### config.mk
export PLATFORM = sky130hd
export DESIGN_NAME = otter_rob_commit
export DESIGN_NICKNAME = d
export VERILOG_FILES = /design/src/rtl/otter_rob_pkg.sv /design/src/rtl/otter_rob_ptr.sv /design/src/rtl/otter_rob_commit.sv
export SDC_FILE = /design/constraint.sdc
export NUM_CORES = 1
export LEC_CHECK = 0
export ABC_CLOCK_PERIOD_IN_PS = 3900
export CORE_ASPECT_RATIO = 1.75
export CORE_MARGIN = 4
export CORE_UTILIZATION = 45
export DETAILED_ROUTE_END_ITERATION = 10
export SLEW_MARGIN = 10
export SYNTH_ARGS = -nofsm -noshare
export SYNTH_HDL_FRONTEND = slang
export SYNTH_HIERARCHICAL = 1
export SYNTH_SLANG_ARGS = --single-unit
### constraint.sdc
create_clock -name clock -period 3.9 [get_ports clock]
set_clock_uncertainty 0.15 [all_clocks]
set_input_delay 0.78 -clock clock [delete_from_list [all_inputs] [get_ports clock]]
set_output_delay 0.78 -clock clock [all_outputs]
set_load 0.02 [all_outputs]
### src/rtl/otter_rob_pkg.sv
// Shared types and constants for the OTTER reorder buffer.
// Provides the per-entry record and default sizing constants.
package otter_rob_pkg;

   localparam int ROB_DEPTH_DEFAULT = 8;
   localparam int REG_ADDR_W        = 5;
   localparam int XLEN              = 32;

   typedef struct packed {
      logic                  valid;
      logic                  done;
      logic                  wen;
      logic [REG_ADDR_W-1:0] rd;
      logic [XLEN-1:0]       data;
   } rob_entry_t;

endpackage

### src/rtl/otter_rob_ptr.sv
// Wrap-around ROB pointer: advance by 0/1/2 per cycle, sync clear.
// Ports: clock, reset_n, clear, inc[1:0] in; ptr[W-1:0] out.
module otter_rob_ptr #(
   parameter int DEPTH = 8
) (
   input  logic                     clock,
   input  logic                     reset_n,
   input  logic                     clear,
   input  logic [1:0]               inc,
   output logic [$clog2(DEPTH)-1:0] ptr
);

   localparam int W = $clog2(DEPTH);

   logic [W-1:0] ptr_q;
   logic [W-1:0] ptr_d;

   // DEPTH is a power of two, so truncation is the modulo wrap.
   always_comb begin
      ptr_d = ptr_q + W'(inc);
      if (clear) begin
         ptr_d = '0;
      end
   end

   always_ff @(posedge clock or negedge reset_n) begin
      if (!reset_n) begin
         ptr_q <= '0;
      end else begin
         ptr_q <= ptr_d;
      end
   end

   assign ptr = ptr_q;

endmodule

### src/rtl/otter_rob_commit.sv
// Dual-dispatch ROB: 2 allocs/cycle, 2 completion ports, 1 in-order
// retire into the register file write port (rf_we/rf_waddr/rf_wdata).
// Ports: clock, reset_n, flush; alloc_* (dispatch); cmp_* (writeback);
// rf_* (retire); rob_empty; retire_count when ROB_RETIRE_CNT_EN defined.
module otter_rob_commit
   import otter_rob_pkg::*;
#(
   parameter int DEPTH = ROB_DEPTH_DEFAULT,
   parameter int TAG_W = $clog2(DEPTH)
) (
   input  logic                  clock,
   input  logic                  reset_n,
   input  logic                  flush,
   input  logic                  alloc_valid_0,
   input  logic                  alloc_valid_1,
   input  logic [REG_ADDR_W-1:0] alloc_rd_0,
   input  logic [REG_ADDR_W-1:0] alloc_rd_1,
   input  logic                  alloc_wen_0,
   input  logic                  alloc_wen_1,
   output logic                  alloc_ready,
   output logic [TAG_W-1:0]      alloc_tag_0,
   output logic [TAG_W-1:0]      alloc_tag_1,
   input  logic                  cmp_valid_0,
   input  logic                  cmp_valid_1,
   input  logic [TAG_W-1:0]      cmp_tag_0,
   input  logic [TAG_W-1:0]      cmp_tag_1,
   input  logic [XLEN-1:0]       cmp_data_0,
   input  logic [XLEN-1:0]       cmp_data_1,
   output logic                  rf_we,
   output logic [REG_ADDR_W-1:0] rf_waddr,
   output logic [XLEN-1:0]       rf_wdata,
`ifdef ROB_RETIRE_CNT_EN
   output logic [31:0]           retire_count,
`endif
   output logic                  rob_empty
);

   localparam int CW = TAG_W + 1;

   rob_entry_t            ent_q [DEPTH];
   rob_entry_t            ent_d [DEPTH];
   logic [CW-1:0]         count_q;
   logic [CW-1:0]         count_d;
   logic                  rf_we_q;
   logic                  rf_we_d;
   logic [REG_ADDR_W-1:0] rf_waddr_q;
   logic [REG_ADDR_W-1:0] rf_waddr_d;
   logic [XLEN-1:0]       rf_wdata_q;
   logic [XLEN-1:0]       rf_wdata_d;

   logic [TAG_W-1:0] head;
   logic [TAG_W-1:0] tail;
   logic             alloc_fire;
   logic             commit;
   logic [1:0]       n_alloc;
   rob_entry_t       head_ent;

   // Registered count only: a slot freed this cycle is not reusable yet.
   assign alloc_ready = (count_q <= CW'(DEPTH - 2));
   assign alloc_tag_0 = tail;
   assign alloc_tag_1 = tail + TAG_W'(alloc_valid_0);
   assign alloc_fire  = alloc_ready && !flush;
   assign n_alloc     = alloc_fire
                      ? ({1'b0, alloc_valid_0} + {1'b0, alloc_valid_1})
                      : 2'd0;
   assign head_ent    = ent_q[head];
   assign commit      = head_ent.valid && head_ent.done && !flush;

   otter_rob_ptr #(.DEPTH(DEPTH)) u_head (
      .clock   (clock),
      .reset_n (reset_n),
      .clear   (flush),
      .inc     ({1'b0, commit}),
      .ptr     (head)
   );

   otter_rob_ptr #(.DEPTH(DEPTH)) u_tail (
      .clock   (clock),
      .reset_n (reset_n),
      .clear   (flush),
      .inc     (n_alloc),
      .ptr     (tail)
   );

   // Completions test the registered valid bit, which filters both stale
   // tags and tags being allocated in this same cycle. Port 1 is applied
   // last so it wins a same-tag collision.
   always_comb begin
      ent_d = ent_q;
      if (commit) begin
         ent_d[head].valid = 1'b0;
      end
      if (cmp_valid_0 && ent_q[cmp_tag_0].valid) begin
         ent_d[cmp_tag_0].done = 1'b1;
         ent_d[cmp_tag_0].data = cmp_data_0;
      end
      if (cmp_valid_1 && ent_q[cmp_tag_1].valid) begin
         ent_d[cmp_tag_1].done = 1'b1;
         ent_d[cmp_tag_1].data = cmp_data_1;
      end
      if (alloc_fire && alloc_valid_0) begin
         ent_d[alloc_tag_0] = '{valid: 1'b1, done: 1'b0,
                                wen: alloc_wen_0, rd: alloc_rd_0,
                                data: '0};
      end
      if (alloc_fire && alloc_valid_1) begin
         ent_d[alloc_tag_1] = '{valid: 1'b1, done: 1'b0,
                                wen: alloc_wen_1, rd: alloc_rd_1,
                                data: '0};
      end
      if (flush) begin
         for (int i = 0; i < DEPTH; i++) begin
            ent_d[i].valid = 1'b0;
            ent_d[i].done  = 1'b0;
         end
      end
   end

   always_comb begin
      count_d    = count_q + CW'(n_alloc) - CW'(commit);
      rf_we_d    = commit && head_ent.wen && (head_ent.rd != '0);
      rf_waddr_d = rf_waddr_q;
      rf_wdata_d = rf_wdata_q;
      if (commit) begin
         rf_waddr_d = head_ent.rd;
         rf_wdata_d = head_ent.data;
      end
      if (flush) begin
         count_d = '0;
      end
   end

   always_ff @(posedge clock or negedge reset_n) begin
      if (!reset_n) begin
         for (int i = 0; i < DEPTH; i++) begin
            ent_q[i] <= '0;
         end
         count_q    <= '0;
         rf_we_q    <= 1'b0;
         rf_waddr_q <= '0;
         rf_wdata_q <= '0;
      end else begin
         ent_q      <= ent_d;
         count_q    <= count_d;
         rf_we_q    <= rf_we_d;
         rf_waddr_q <= rf_waddr_d;
         rf_wdata_q <= rf_wdata_d;
      end
   end

   assign rf_we     = rf_we_q;
   assign rf_waddr  = rf_waddr_q;
   assign rf_wdata  = rf_wdata_q;
   assign rob_empty = (count_q == '0);

`ifdef ROB_RETIRE_CNT_EN
   // Counts every retirement, including ones that do not write the file.
   logic [31:0] retire_count_q;
   logic [31:0] retire_count_d;

   always_comb begin
      retire_count_d = retire_count_q + 32'(commit);
   end

   always_ff @(posedge clock or negedge reset_n) begin
      if (!reset_n) begin
         retire_count_q <= '0;
      end else begin
         retire_count_q <= retire_count_d;
      end
   end

   assign retire_count = retire_count_q;
`endif

endmodule

==> metrics.txt <==
top-area cell type share of the netlist area=0.4541; Leak Pwr=11.94 nW; CTS tree=built; Post-CTS Setup Bufs=0; Data required, critical path=2.97 ns; die area=48660 µm²; slowest CP cell=clkdlybuf4s50_1; Post-Syn Area=20280 µm²; largest net degree at the start of global routing=100; Synth Area in Compound Gates=0.1545; Area Overhead vs Synth=16.34%; status=finished, final reports clean; Synth Instances=1984; Setup Viol. Count Final=0; share of cells above drive strength 1=0.1243; post-CTS resize count=0; DP HPWL=41010 µm; final core utilization=0.5312; Synth area leader=dfrtp_1; largest family of logic cells by synthesized area=multiplexers; Hold Buf Count CTS=0; Synth Area in Adders=0.01037; delay-heaviest family, CP=buffers and inverters; height of the die=288.8 µm; Post-synth EDFFs=0; Max-Cap Viols=0; Tcrit/Tclk final=0.9119; setup TNS=0 ns; final worst setup slack=0.3437 ns; sequential element share of the synthesized area=0.4541; Final Wtd Congestion=0.8592; gr usage total=0.2891; unrepaired setup endpoints after global routing=no; synth cell count leaders=dfrtp_1 (368), mux2i_1 (325), nor2_1 (323); Peak VDD IR=0.3821 mV; root buffer cell=clkbuf_16; Max Slew Vio Count=0; fmax=281.2 MHz; # IOs=135; Vias=16370; vias in the first global route=17000; Final Hold Fails=0; crit-path cells=clkdlybuf4s50_1, ha_1, ha_1, xnor2_1, inv_1, clkdlybuf4s50_1; initial antenna violation count=4; total CTS buffers=38; final instance area=23590 µm²; first-pass GRT wire length=107600 µm; Hold WS=0.1230 ns; Final Power=11.84 mW; ys async rst share=1.000; H-tree levels=2; most common cell in the synthesized netlist=dfrtp_1; Rows=102; syn_nets=2088; synthesis warning total=6; CTS Sinks=368; Crit path buffers/inverters=3; FF+latch count, synth=368; placed instance count=2527; Synth Flop Type=dfrtp_1; PD cells=502.0 nW/µm²; Finished Layout Cells=2594; Post-Synth Simple-Gate Area=0.09761; First DRT Iteration DRCs=1512; layout net count=2099; mux share of post-synthesis cell area=0.2291; wire per inst=27.31 µm; Post-Place Worst Slack=0.3395 ns; synthesized area per cell=10.22 µm²; Remaining DRCs=0; Core Area=44410 µm²; crit path kind=in -> out; vias per cell=6.309; clk buf depth=3; Worst-Skew Late Latency=0.55 ns; final worst path period need=3.556 ns; PortBufs=134; main area contributors after synthesis=dfrtp_1 (45%), mux2i_1 (16%), a211oi_1 (9.5%); Chip Width=168.5 µm; Rel. slew slack=0.09712; Crit path arrival time=2.63 ns; crit-path max cell delay=0.62 ns; starting density of the core=0.4566; DR pass1 iterations=7; Yosys cell types=55; total grt overflow=0; Hold/Removal Path Class=in -> async; Tightest Pin Transition=1.352 ns; CP endpoint kind=output pin; Clk pin slew, worst setup/hold paths=0.06 ns; Post-Synth XOR/XNOR Area=0.002160; Crit Path Max Fanout=7; antenna viol nets, final=0; Startpoint Class=primary input; placed cell areas=22380 µm²; final WL=70830 µm
[flip-flops by register name, summed over array words and instances (netlist names)]
signal / flops
rf_we: 1
ent_q: 320
u_head/ptr: 3
u_tail/ptr: 3
rf_wdata: 32
rf_waddr: 5
count_q: 4
[report_power, final]
part           switching [mW]  total [mW]  internal [mW]
combinational            1.47        2.94           1.47
sequential              0.533        5.23           4.70
clock                    1.59        3.67           2.09
total                    3.58        11.8           8.26
[per-layer routing]
metal,track usage,vias up,part of all wire
met4,0.1474,4,0.059
met2,0.4784,750,0.48
met3,0.05379,228,0.077
met5,0,-,0.00034
li1,-,7225,-
met1,0.3628,8159,0.38
[worst paths after layout]
check / depth (start not counted) / endpoint / slack, ns / from
worst min-delay path: 1 / ent_q[156] / 0.12 / reset_n
max in group asynchronous: 2 / rf_wdata[25] / 2.56 / reset_n
worst max-delay path: 6 / alloc_tag_1[2] / 0.34 / alloc_valid_0
min in group clock: 1 / rf_wdata[28] / 0.35 / rf_wdata[28]
worst max register to register: 6 / ent_q[239] / 0.35 / u_head/ptr[1]
worst min register to register: 1 / rf_wdata[28] / 0.35 / rf_wdata[28]
[logic make-up (layout without fill, tap and decap cells)]
logic type	after synthesis	in the layout
compound gates	427	427
xor+xnor	5	5
fa+ha+maj	15	15
buf+inv	269	305
flops	368	368
mux	420	420
other cells	1	3
simple gates	479	479
[cells in the final DEF, fill, tap and decap left out, drive strengths merged, types with 6 or more instances in the layout]
master         instances
dfrtp                368
mux2i                325
nor2                 323
a211oi               256
clkdlybuf4s50        133
buf                   80
nand2                 72
mux2                  67
clkbuf                56
a21oi                 42
a221oi                38
mux4                  28
inv                   28
o21ai                 22
nand3                 21
nor2b                 18
a22oi                 17
nor3                  16
ha                    12
nand4                 10
o221ai                 8
o22a                   6
[layout make-up]
cell class                 instances  area [µm²]
antenna                            2       5.005
sequential                       368        9218
clock buffer                      56        1100
multi-input combinational       1347       10110
timing repair buffer             213        2240
clock inverter                     9       103.9
tap                              572       715.7
inverter                          27       101.3
fill                            3976       20820
Power figures use the tool's default switching activity.
